## config.mk

```make
export PLATFORM = sky130hd
export DESIGN_NAME = move_sched
export DESIGN_NICKNAME = d
export VERILOG_FILES = /design/src/rtl/move_pkg.sv /design/src/rtl/move_fifo.sv /design/src/rtl/move_sched.sv
export SDC_FILE = /design/constraint.sdc
export NUM_CORES = 1
export LEC_CHECK = 0
export CORE_MARGIN = 3
export CORE_UTILIZATION = 32
export DETAILED_ROUTE_END_ITERATION = 12
export GPL_TIMING_DRIVEN = 0
export PLACE_DENSITY = 0.56
export RECOVER_POWER = 25
export SETUP_SLACK_MARGIN = 0.4
export SLEW_MARGIN = 20
export SYNTH_ARGS = -nofsm -noshare
export SYNTH_HDL_FRONTEND = slang
export SYNTH_SLANG_ARGS = --single-unit
```

## constraint.sdc

```tcl
create_clock -name clk -period 4.55 [get_ports clk]
set_clock_uncertainty 0.2 [all_clocks]
set_input_delay 0.6825 -clock clk [delete_from_list [all_inputs] [get_ports clk]]
set_output_delay 0.6825 -clock clk [all_outputs]
set_load 0.03 [all_outputs]
```

## src/rtl/move_pkg.sv

```systemverilog
// move_pkg: move codes, PS/2 scan-code table, undo key and scheduler state encoding
package move_pkg;

    localparam int         NUM_MOVES = 12;
    localparam logic [3:0] MV_CCW    = 4'd1;
    localparam logic [7:0] UNDO_KEY  = 8'h66;

    // Indexed by move code face*2+dir: U,Y,D,S,L,K,R,E,F,G,B,N
    localparam logic [7:0] SCAN_TBL [NUM_MOVES] = '{
        8'h3C, 8'h35, 8'h23, 8'h1B, 8'h4B, 8'h42,
        8'h2D, 8'h24, 8'h2B, 8'h34, 8'h32, 8'h31
    };

    typedef enum logic [1:0] {ST_IDLE, ST_ISSUE, ST_SCR} state_e;

    // Returns {hit, move_code}
    function automatic logic [4:0] key_lookup(input logic [7:0] k);
        key_lookup = 5'd0;
        for (int i = 0; i < NUM_MOVES; i++)
            if (SCAN_TBL[i] == k) key_lookup = {1'b1, 4'(i)};
    endfunction

    function automatic logic [3:0] mod12(input logic [3:0] r);
        return (r >= 4'd12) ? r - 4'd12 : r;
    endfunction

endpackage

```

## src/rtl/move_fifo.sv

```systemverilog
// move_fifo: synchronous FIFO of move entries with flush; DEPTH is a power of two >= 2
module move_fifo #(
    parameter int DEPTH = 4,
    parameter int W     = 4
) (
    input  logic                   clk,
    input  logic                   clr_n,
    input  logic                   flush,
    input  logic                   push,
    input  logic [W-1:0]           din,
    input  logic                   pop,
    output logic [W-1:0]           dout,
    output logic                   empty,
    output logic                   full,
    output logic [$clog2(DEPTH):0] count
);
    localparam int AW = $clog2(DEPTH);
    localparam int CW = AW + 1;

    logic [W-1:0]  mem_q [DEPTH];
    logic [AW-1:0] wr_q, rd_q;
    logic [AW:0]   cnt_q;
    logic          do_push, do_pop;

    assign full    = cnt_q == CW'(DEPTH);
    assign empty   = cnt_q == '0;
    assign do_push = push && !full;
    assign do_pop  = pop && !empty;
    assign dout    = mem_q[rd_q];
    assign count   = cnt_q;

    // storage and pointers; flush empties without touching the storage
    always_ff @(posedge clk or negedge clr_n) begin
        if (!clr_n) begin
            for (int i = 0; i < DEPTH; i++) mem_q[i] <= '0;
            wr_q  <= '0;
            rd_q  <= '0;
            cnt_q <= '0;
        end else if (flush) begin
            wr_q  <= '0;
            rd_q  <= '0;
            cnt_q <= '0;
        end else begin
            if (do_push) begin
                mem_q[wr_q] <= din;
                wr_q        <= wr_q + 1'b1;
            end
            if (do_pop) rd_q <= rd_q + 1'b1;
            cnt_q <= cnt_q + CW'(do_push) - CW'(do_pop);
        end
    end

endmodule

```

## src/rtl/move_sched.sv

```systemverilog
// move_sched: keyboard/scramble move scheduler; MOVE_UNDO_EN adds an undo history stack
module move_sched
    import move_pkg::*;
#(
    parameter int FIFO_DEPTH = 4,
    parameter int SCR_LEN    = 20
) (
    input  logic       clk,
    input  logic       clr_n,
    input  logic [7:0] key_code,
    input  logic       key_valid,
    input  logic       scr_start,
    input  logic [3:0] rnd,
    output logic       mv_valid,
    output logic [3:0] mv_code,
    input  logic       mv_ready,
    output logic       busy,
    output logic       scr_active,
    output logic       ovf,
    output logic [7:0] mv_count
);
`ifdef MOVE_UNDO_EN
    localparam int FW = 5;
`else
    localparam int FW = 4;
`endif
    localparam int CW = $clog2(FIFO_DEPTH) + 1;

    state_e        state_q, state_d;
    logic          mv_valid_q, mv_valid_d;
    logic [3:0]    mv_code_q, mv_code_d;
    logic          ovf_q, ovf_d;
    logic [7:0]    cnt_q, cnt_d;
    logic [7:0]    scr_q, scr_d;
    logic [FW-1:0] f_din, f_dout;
    logic          f_empty, f_full;
    logic [CW-1:0] f_count;
    logic [4:0]    hit;
    logic          xfer, scr_go, undo_req, key_req, key_ok, key_drop;

    assign hit      = key_lookup(key_code);
    assign xfer     = mv_valid_q && mv_ready;
    assign scr_go   = scr_start && (state_q == ST_IDLE || (state_q == ST_ISSUE && xfer));
    assign key_req  = (key_valid && hit[4]) || undo_req;
    assign key_ok   = key_req && !scr_go && state_q != ST_SCR && !f_full;
    assign key_drop = key_req && !scr_go && (state_q == ST_SCR || f_full);

`ifdef MOVE_UNDO_EN
    logic [3:0] stk_q [8];
    logic [3:0] stk_cnt_q;
    logic       uflag_q, rec, undo_ok;

    assign undo_req = key_valid && key_code == UNDO_KEY && stk_cnt_q != 4'd0;
    assign undo_ok  = undo_req && key_ok;
    assign f_din    = undo_req ? {1'b1, stk_q[0] ^ MV_CCW} : {1'b0, hit[3:0]};
    assign rec      = state_q == ST_ISSUE && xfer && !uflag_q && !scr_go;

    // history stack, top at index 0; pushing onto a full stack shifts the oldest out
    always_ff @(posedge clk or negedge clr_n) begin
        if (!clr_n) begin
            for (int i = 0; i < 8; i++) stk_q[i] <= '0;
            stk_cnt_q <= '0;
            uflag_q   <= 1'b0;
        end else begin
            if (state_q == ST_ISSUE && !mv_valid_q) uflag_q <= f_dout[4];
            if (scr_go) stk_cnt_q <= '0;
            else if (rec && undo_ok) stk_q[0] <= mv_code_q;
            else if (rec) begin
                for (int i = 7; i > 0; i--) stk_q[i] <= stk_q[i-1];
                stk_q[0]  <= mv_code_q;
                stk_cnt_q <= (stk_cnt_q == 4'd8) ? stk_cnt_q : stk_cnt_q + 4'd1;
            end else if (undo_ok) begin
                for (int i = 0; i < 7; i++) stk_q[i] <= stk_q[i+1];
                stk_cnt_q <= stk_cnt_q - 4'd1;
            end
        end
    end
`else
    assign undo_req = 1'b0;
    assign f_din    = hit[3:0];
`endif

    // the offered entry stays in the FIFO until it transfers, so full counts it
    move_fifo #(.DEPTH(FIFO_DEPTH), .W(FW)) u_fifo (
        .clk   (clk),
        .clr_n (clr_n),
        .flush (scr_go),
        .push  (key_ok),
        .din   (f_din),
        .pop   (state_q == ST_ISSUE && xfer),
        .dout  (f_dout),
        .empty (f_empty),
        .full  (f_full),
        .count (f_count)
    );

    // next state: a move is loaded one cycle after it is needed, giving the bubble
    always_comb begin
        state_d    = state_q;
        mv_valid_d = mv_valid_q;
        mv_code_d  = mv_code_q;
        ovf_d      = ovf_q | key_drop;
        cnt_d      = cnt_q + {7'd0, xfer};
        scr_d      = scr_q;
        if (scr_go) begin
            state_d    = ST_SCR;
            mv_valid_d = 1'b0;
            ovf_d      = 1'b0;
            scr_d      = '0;
        end else begin
            case (state_q)
                ST_IDLE: state_d = f_empty ? ST_IDLE : ST_ISSUE;
                ST_ISSUE: begin
                    if (!mv_valid_q) begin
                        mv_valid_d = 1'b1;
                        mv_code_d  = f_dout[3:0];
                    end else if (xfer) begin
                        mv_valid_d = 1'b0;
                        state_d    = (f_count == CW'(1)) ? ST_IDLE : ST_ISSUE;
                    end
                end
                ST_SCR: begin
                    if (!mv_valid_q) begin
                        mv_valid_d = 1'b1;
                        mv_code_d  = mod12(rnd);
                    end else if (xfer) begin
                        mv_valid_d = 1'b0;
                        scr_d      = scr_q + 8'd1;
                        state_d    = (scr_q == 8'(SCR_LEN - 1)) ? ST_IDLE : ST_SCR;
                    end
                end
                default: state_d = ST_IDLE;
            endcase
        end
    end

    // state and output registers
    always_ff @(posedge clk or negedge clr_n) begin
        if (!clr_n) begin
            state_q    <= ST_IDLE;
            mv_valid_q <= 1'b0;
            mv_code_q  <= '0;
            ovf_q      <= 1'b0;
            cnt_q      <= '0;
            scr_q      <= '0;
        end else begin
            state_q    <= state_d;
            mv_valid_q <= mv_valid_d;
            mv_code_q  <= mv_code_d;
            ovf_q      <= ovf_d;
            cnt_q      <= cnt_d;
            scr_q      <= scr_d;
        end
    end

    assign mv_valid   = mv_valid_q;
    assign mv_code    = mv_code_q;
    assign ovf        = ovf_q;
    assign mv_count   = cnt_q;
    assign busy       = state_q != ST_IDLE || !f_empty;
    assign scr_active = state_q == ST_SCR;

endmodule

```

==> results of run 1 <==
metrics by stage:
stage | utilization [%] | hold WS, ps | instance area [sq um]
final | 39.2 | 278 | 3230
after detailed placement | 38.1 | 268 | 3150
after global routing | 39.2 | 302 | 3230
after floorplan | - | 187 | 2730
after global placement | 38.0 | 261 | 3130
after CTS | 39.4 | 130 | 3250
report_power, final:
group / leakage [uW] / total (uW) / internal [uW] / switching (uW)
Combinational: 0.000710 / 562 / 226 / 335
Clock: 0.0000513 / 295 / 161 / 134
Sequential: 0.000613 / 553 / 489 / 64.1
metal layers:
layer / up-vias / share of wire [%] / track usage [%]
li1: 974 / - / -
met1: 959 / 48 / 14.7
met2: 40 / 46 / 18.6
met3: 11 / 3.7 / 2.26
met4: 0 / 1.4 / 3.57
met5: - / 0 / 0
state kept, by name, summed over array words and instances (netlist names):
name,cells
state_q,2
mv_valid,1
u_fifo.count,3
mv_count,8
scr_q,8
ovf,1
u_fifo.wr_q,2
u_fifo.mem_q,16
mv_code,4
u_fifo.rd_q,2
worst max-delay path: cells and delay by family:
kind	cells	cell delay [ps]
and+or+nand+nor	2	390
AOI/OAI and AO/OA	3	620
xor gates and xnor gates	2	320
buffers and inverters	3	780
adders and majority gates	2	520
cells in the final DEF (no fill, tap or decap), types with 2 or more instances in the layout:
master           count
a2111oi_4            2
o31ai_1              3
clkbuf_8             5
nand4bb_1            2
buf_2                3
a31oi_1              3
xor2_1               8
o21ai_1              2
ha_1                13
nand4_1              3
nand2_1             24
nor4_1               3
nand3_1              4
dfrtp_1             47
clkbuf_1             6
and2_1               3
mux2_1               8
mux2i_1              4
buf_6                3
a21oi_2              3
and3_1               4
clkdlybuf4s50_1     26
a21oi_4              3
nor2_1              25
nor3_1               4
nand2b_1             4
a211oi_1             3
o21ai_0              8
a21oi_1              8
xnor2_1             11
o22ai_1              4
inv_1               15
mux4_2               4
layout make-up:
cell class              instances  area share [%]
clock inverters                 1           0.928
inverters                      15            1.74
multi-input cells             184            44.2
plain buffers                  11            2.21
repair buffers                 28            8.28
well taps                     105            4.06
flip-flops and latches         47            36.4
clock buffers                   6            2.24
cell families (layout without fill, tap and decap cells):
kind of cell / count (synthesis) / after routing
AND/OR/NAND/NOR: 85 / 85
AO/OA/AOI/OAI: 49 / 49
flip-flops: 47 / 47
buffers and inverters: 26 / 61
XOR/XNOR: 19 / 19
multiplexers: 17 / 17
adder cells (fa/ha/maj): 14 / 14
how the worst max path moves through the flow:
stage	to	slack, ps	cells after the start
floorplan	u_fifo.count[2]	1550	12
global placement	u_fifo.count[2]	880	12
detailed placement	u_fifo.count[2]	890	12
CTS	u_fifo.count[2]	1210	12
global route	u_fifo.count[2]	1060	12
finish	u_fifo.count[2]	1200	12
==> results.md, run 1 <==
- Status: finished, violations left
- Failing checks: capacitance limit, slew limit
- Post-route clock period utilization: between 70% and 80%
- Cells along the critical path: clkdlybuf4s50_1 -> nand4bb_1 -> a2111oi_4 -> a211oi_2 -> buf_6 -> a21boi_1 -> ha_1 -> inv_1 -> fa_1 -> xor2_1 -> xnor2_1 -> nor2_1
- Crit-path max FO: 10
- Vias in the first global route: roughly 1900
- # diodes: 0
- Fmax: slightly below 300 MHz
- Synth Area in Adders: under 10%
- Hold bufs inserted after CTS: 0
- Post-synthesis simple-gate area fraction: between 15 and 20%
- Hold Path Class: flop to flop
- Post-synth EDFFs: 0
- DRT antenna net count: 0
- NumNets Final: 323
- Req. time, crit path: ~4500 ps
- Clock latency on the worst-skew pair: approximately 300 ps
- I/O Buffers: 27
- Cells after Synth: ~260
- Initial core utilization: approximately a third
- Biggest area consumer among synthesized cells: dfrtp_1
- Crit Reg-Reg Endpoint: u_fifo.count[2]
- Measured slew at the worst slew-check pin: between 1500 and 2000 ps
- Multi-input gate area: roughly 1400 sq um
- Longest Clk Path Bufs: 2
- CTS tree: built
- Cells after DPL: approximately 400
- Post-synth top cells: dfrtp_1 (47), nor2_1 (25), nand2_1 (24)
- Worst setup margin: about 1200 ps
- Final HPWL DP: 4050 um
- MaxCap Viol Count: 1
- First-pass GRT wire length: roughly 9000 um
- Hold Path Stages: 1
- Ys Warns: 0
- Power Dens Cells: approximately 440 nW/um^2
- Final Hold Fails: 0
- CP Launch Point: key_code[5]
- Depth of the CTS H-tree: 2
- Main synth FF type: dfrtp_1
- Rel. slew slack: -9.00%
- Post-layout total power: about 1400 uW
- Worst Hold Endpoint: mv_count[7]
- Overflow after GRT: 0
- Top cells by area, synth: dfrtp_1 (43%), ha_1 (6.0%), xnor2_1 (3.5%)
- FF+latch area: roughly 1200 sq um
- Worst Reg-to-Reg Cells: 11
- Yosys cell types: 54
- Final wirelength: 5380 um
- Seq cells post-synth: 47
- Number of top-level pins: 33
- Die area: roughly 9700 sq um
- Num CTS Buffers: 5
- FF-to-FF setup slack: between 1500 and 2000 ps
- XOR/XNOR Fraction of Synth Area: 6.09%
- Unrepaired setup endpoints after global routing: no
- Die height: approximately 98 um
- Worst setup EP type: flop
- Filler cell count: 826
- Peak supply drop: 0.160 mV
- Synth async-reset ratio: 100%
- Drt drc: 0
- All-Layer GR Usage: 11.2%
- CTS clock-pin slew for the worst setup and hold paths: 80 ps
- Syn Area/Cell: roughly 11 sq um
- Share of cells above drive strength 1: 10.3%
- Finished Layout Cells: between 300 and 400
- Worst EP arrival: 3320 ps
- Total setup buffers inserted after CTS: 0
- Layout Area Growth over Synthesis: 18.4%
- Synthesized area: 2730 sq um
- Seq/Total Area, Yosys: ~43%
- Core area: about 8300 sq um
- Root Buffer: clkbuf_8
- Avg WL per Cell: roughly 14 um
- Routability Congestion: ~0.83
- Pin count of the biggest net entering global routing: 31
- DR pass1 iterations: 5
- Initial antenna violation count: 0
- Final min period: between 3000 and 4000 ps
- Dpl ws: 885 ps
- Most common cell in the netlist: dfrtp_1
- Max-slew violation total from the final report: 31
- Hold Crit Start: mv_count[7]
- Die Width: between 90 and 100 um
- Core Rows: 33
- Largest stage delay, worst path: approximately 550 ps
- Syn Nets: 288
- Worst reg2reg startpoint: state_q[1]
- Post-CTS resize count: 0
- Total Neg Setup Slack: 0 ps
- Critical path type: input port to flop
- Leak: between 0.001 and 0.0015 uW
- CTS sink cnt: 47
- Post-synthesis mux area share: about 8.5%
- Vias/cell: ~5
- DR vias: 1984
- Startpoint Class: input port
- Compound-Gate Fraction of Synth Area: 14.7%
- Largest family of logic cells by synthesized area: simple AND/OR/NAND/NOR gates
- # setup viols final: 0
- Yosys top cell area share: between 40% and 50%
- Drt initial violations: 70
- Slowest CP cell: clkdlybuf4s50_1
No activity file was read; power rests on OpenSTA's default activity.
==> inputs of run 2 (changes only) <==
clock period = 3.5 ns   (was 4.55 ns; I/O delays follow)
==> run 2 against run 1 <==
  * The flow now finishes without violations
  * Sequential power grew 30%
  * Largest power group unchanged
  * First-iteration DRC count up 1.4%
  * Critical path depth unchanged
  * Final cell count increased by 0.50%
  * Global-route usage grew 0.14 points
  * Count of clock-buffer cells in the layout unchanged
  * Register-to-register slack worse by 900 ps
  * Largest cell class unchanged
==> results.md, run 2 (same netlist as run 1, synthesis figures left out) <==
- Worst Reg-to-Reg Cells: 11
- I/O Buffers: 27
- Slowest CP cell: dlygate4sd2_1
- Most common cell after layout, fill and taps aside: dfrtp_1
- Rel. slew slack: between 20% and 30%
- Drt drc: 0
- Hold slack: 278 ps
- Core area: a little over 8000 sq um
- Vias in the first global route: approximately 1900
- Worst Path Buf+Inv: 3
- Pin count of the biggest net entering global routing: 31
- Worst setup EP type: flop
- Critical path type: input port to flop
- MaxCap Viol Count: 0
- Worst reg2reg startpoint: state_q[1]
- Avg WL per Cell: around 14 um
- Post-layout total power: around 1800 uW
- Measured slew at the worst slew-check pin: ~1100 ps
- Clock latency on the worst-skew pair: around 300 ps
- Share of cells above drive strength 1: between 10% and 20%
- Vias/cell: roughly 5
- Largest stage delay, worst path: around 410 ps
- Req. time, crit path: between 3000 and 4000 ps
- First-pass GRT wire length: roughly 9100 um
- CTS tree: built
- Core Rows: 33
- Max FFs per register: 16
- Cells along the critical path: dlygate4sd2_1 -> nand4bb_4 -> a2111oi_4 -> a211oi_2 -> buf_6 -> a21boi_1 -> ha_1 -> inv_1 -> fa_1 -> xor2_1 -> xnor2_1 -> nor2_1
- CTS clock-pin slew for the worst setup and hold paths: 80 ps
- Leak: about 0.0014 uW
- Layout Area Growth over Synthesis: 21.5%
- All-Layer GR Usage: 11.3%
- Crit Reg-Reg Endpoint: u_fifo.count[2]
- Die height: 98.4 um
- Post-route clock period utilization: about 83%
- Depth of the CTS H-tree: 2
- Number of top-level pins: 33
- Status: complete, no violations
- Most frequent cells in the layout: dfrtp_1 (47), nor2_1 (25), nand2_1 (24)
- Worst EP arrival: 2870 ps
- Unrepaired setup endpoints after global routing: no
- Die area: between 9000 and 10000 sq um
- Crit-path max FO: 10
- Total Neg Setup Slack: 0 ps
- Routability Congestion: 0.826
- Worst Hold Endpoint: mv_count[7]
- DRT antenna net count: 0
- CTS sink cnt: 47
- Startpoint Class: input port
- Design area: roughly 3300 sq um
- # setup viols final: 0
- DR vias: 1997
- DR pass1 iterations: 4
- Top delay family on crit path: compound AO/OA/AOI/OAI gates
- Initial antenna violation count: 0
- Longest Clk Path Bufs: 2
- Hold Crit Start: mv_count[7]
- Hold Path Class: flop to flop
- Die Width: ~98 um
- Largest register by flop count: u_fifo.mem_q
- Post-DP Area: 3150 sq um
- Peak supply drop: around 0.21 mV
- Final min period: just under 3000 ps
- Overflow after GRT: 0
- Final wirelength: 5460 um
- Power Dens Cells: roughly 560 nW/um^2
- Hold Path Stages: 1
- NumNets Final: between 300 and 400
- Root Buffer: clkbuf_8
- Drt initial violations: 71
- Num CTS Buffers: 5
- # diodes: 0
- Initial core utilization: between 30% and 40%
- Final HPWL DP: between 4000 and 5000 um
- Max-slew violation total from the final report: 0
- Fmax: ~340 MHz
- FF-to-FF setup slack: 650 ps
- Final Hold Fails: 0
==> run 2: metrics by stage <==
step	setup WS [ps]	cells	util, %
2_1_floorplan	659	257	-
3_5_place_dp	-7.45	390	38.1
4_1_cts	404	398	39.7
3_3_place_gp	-8.76	389	38.0
6_report	600	399	40.2
5_1_grt	423	399	40.2
==> run 2: power by group <==
group          switching, uW  leakage (uW)  internal (uW)
combinational            441      0.000758            304
sequential              83.7      0.000613            635
clock                    174     0.0000513            210
==> run 2: per-layer routing <==
metal,track usage (%),wire length [um]
met1,14.6,2620
met2,19.3,2560
met3,2.12,206
met4,3.47,74
met5,0,0
==> run 2: worst max-delay path by stage <==
stage	startpoint	endpoint	slack [ps]	cells past startpoint
after CTS	key_code[6]	u_fifo.count[2]	400	12
after detailed placement	key_code[5]	u_fifo.count[2]	-7	12
after global placement	key_code[5]	u_fifo.count[2]	-9	12
final	key_code[5]	u_fifo.count[2]	600	12
after global routing	key_code[5]	u_fifo.count[2]	420	12
after floorplan	key_code[2]	u_fifo.count[2]	660	12
==> run 2: cell type report <==
class | count | area [sq um]
flip-flops and latches | 47 | 1180
clock inverters | 1 | 30.0
plain buffers | 11 | 71.3
well taps | 105 | 131
repair buffers | 30 | 305
multi-input cells | 184 | 1480
fillers | 821 | 4940
clock buffers | 6 | 72.6
inverters | 15 | 56.3
==> run 2: what timing repair did <==
action | in CTS | in global routing
pin swaps | 0 | 2
buffers inserted | 0 | 1
setup endpoints to repair | 1 | 1
gates resized for setup | 2 | 5
cloned | 0 | 0
hold buffers | 1 | 0
endpoints found under the hold margin | 17 | 0
==> inputs of run 3 (changes only) <==
clock period = 2.9 ns   (was 3.5 ns; I/O delays follow)
==> run 3 against run 2 <==
  * Count of clock-buffer cells in the layout unchanged
  * Power increased by 23%
  * Utilization increased by 0.94 points
  * Non-clock buffer count increased by 6
  * Highest routed layer unchanged
==> results.md, run 3 (same netlist as run 1, synthesis figures left out) <==
- Most frequent cells in the layout: dfrtp_1 (46), nor2_1 (25), clkdlybuf4s50_1 (21)
- Worst Reg-to-Reg Cells: 10
- Max FFs per register: 16
- Rel. slew slack: about 33%
- Leak: roughly 0.0015 uW
- Hold Crit Start: mv_count[7]
- DRT antenna net count: 0
- Clock latency on the worst-skew pair: around 300 ps
- Final Hold Fails: 0
- Die area: just under 10000 sq um
- Number of top-level pins: 33
- Critical path type: input port to flop
- Cells after DPL: between 300 and 400
- Die height: 98.4 um
- Worst reg2reg startpoint: u_fifo.count[2]
- Longest Clk Path Bufs: 2
- # diodes: 0
- Share of cells above drive strength 1: about a fifth
- Root Buffer: clkbuf_8
- Design area: between 3000 and 4000 sq um
- Initial core utilization: around a third
- Power Dens Cells: between 600 and 700 nW/um^2
- Core Rows: 33
- Drt initial violations: 73
- CTS sink cnt: 47
- Worst setup EP type: flop
- First-pass GRT wire length: between 9000 and 10000 um
- Routability Congestion: 0.807
- # setup viols final: 0
- Overflow after GRT: 0
- FF-to-FF setup slack: ~270 ps
- Worst Hold Endpoint: mv_count[7]
- Initial antenna violation count: 0
- Depth of the CTS H-tree: 2
- All-Layer GR Usage: 12.0%
- Hold Path Class: flop to flop
- NumNets Final: between 300 and 400
- Finished Layout Cells: between 400 and 500
- Crit-path max FO: 5
- Unrepaired setup endpoints after global routing: yes
- I/O Buffers: 27
- Core area: 8260 sq um
- Hold slack: around 270 ps
- Die Width: about 100 um
- Hold Path Stages: 1
- DR vias: 2003
- Layout Area Growth over Synthesis: 24.3%
- DR pass1 iterations: 4
- Final min period: 2630 ps
- Post-route clock period utilization: a little over 90%
- Crit Reg-Reg Endpoint: u_fifo.count[2]
- Avg WL per Cell: about 14 um
- Measured slew at the worst slew-check pin: ~1000 ps
- Fin util: about two fifths
- Final wirelength: around 5700 um
- MaxCap Viol Count: 0
- Vias/cell: between 4 and 5
- Status: complete, no violations
- Fmax: approximately 380 MHz
- Startpoint Class: input port
- Req. time, crit path: around 2900 ps
- Largest register by flop count: u_fifo.mem_q
- Max-slew violation total from the final report: 0
- Drt drc: 0
- Final HPWL DP: between 4000 and 5000 um
- Pin count of the biggest net entering global routing: 30
- CTS clock-pin slew for the worst setup and hold paths: ~90 ps
- Post-DP Area: 3180 sq um
- Most common cell after layout, fill and taps aside: dfrtp_1
- Peak supply drop: between 0.2 and 0.25 mV
- Worst EP arrival: approximately 2600 ps
- Vias in the first global route: slightly below 2000
- Num CTS Buffers: 5
- CTS tree: built
[run 3: cell types whose count changed in the layout (fill, tap and decap cells not counted), moves of 4 or more]
cell	delta
nand2_1	-4
buf_4	+6
inv_1	-4
inv_2	+4
nand2_2	+4
[run 3: what timing repair did]
| action | 4_1_cts | 5_1_grt |
|---|---|---|
| pin swaps | 6 | 3 |
| gates cloned | 0 | 0 |
| endpoints found under the hold margin | 18 | 0 |
| setup buffers | 5 | 2 |
| hold buffers | 1 | 0 |
| setup endpoints to repair | 9 | 17 |
| gates resized for setup | 15 | 13 |
[run 3: layer usage]
layer	vias to the layer above	GRT usage, %	wire length (um)
li1	991	-	-
met1	969	16.4	2720
met2	38	19.3	2670
met3	5	1.98	199
met4	0	4.10	75
met5	-	0	0
[run 3: cell type report]
type	instances	area [sq um]
fill	825	4860
buffer	11	76.3
sequential	47	1180
clock inverter	1	5.00
inverter	15	56.3
timing repair buffer	36	332
tap	105	131
clock buffer	6	82.6
multi-input combinational	184	1540
[run 3: power breakdown]
group | leakage [uW] | internal [uW] | switching, uW
sequential | 0.000611 | 767 | 104
clock | 0.0000470 | 188 | 218
combinational | 0.000792 | 425 | 571
total | 0.00145 | 1380 | 893
[run 3: how the worst max path moves through the flow]
stage / start / to / slack [ps] / depth (start not counted)
global placement: key_code[5] / u_fifo.count[2] / -460 / 12
global route: clr_n / u_fifo.count[1] / 130 / 3
CTS: state_q[0] / u_fifo.count[2] / 230 / 11
detailed placement: key_code[5] / u_fifo.count[2] / -470 / 12
floorplan: key_code[2] / u_fifo.count[2] / 210 / 12
finish: mv_ready / u_fifo.count[2] / 270 / 12
[run 3: per-stage QoR]
stage | setup slack (ps) | TNS (ps) | power, uW
2_1_floorplan | 210 | 0 | 1440
3_3_place_gp | -464 | -10400 | 1760
3_5_place_dp | -469 | -792 | 1780
4_1_cts | 233 | 0 | 2260
5_1_grt | 126 | 0 | 2430
6_report | 268 | 0 | 2270
[run 3: worst max-delay path, stage by stage]
cell             delay (ps)
clkdlybuf4s50_1         540
nand2_2                 110
inv_2                   120
and3_2                  230
ha_1                    230
inv_1                    60
ha_2                    160
inv_2                    40
fa_2                    320
xor2_1                  160
xnor2_1                 130
nor2_1                   50
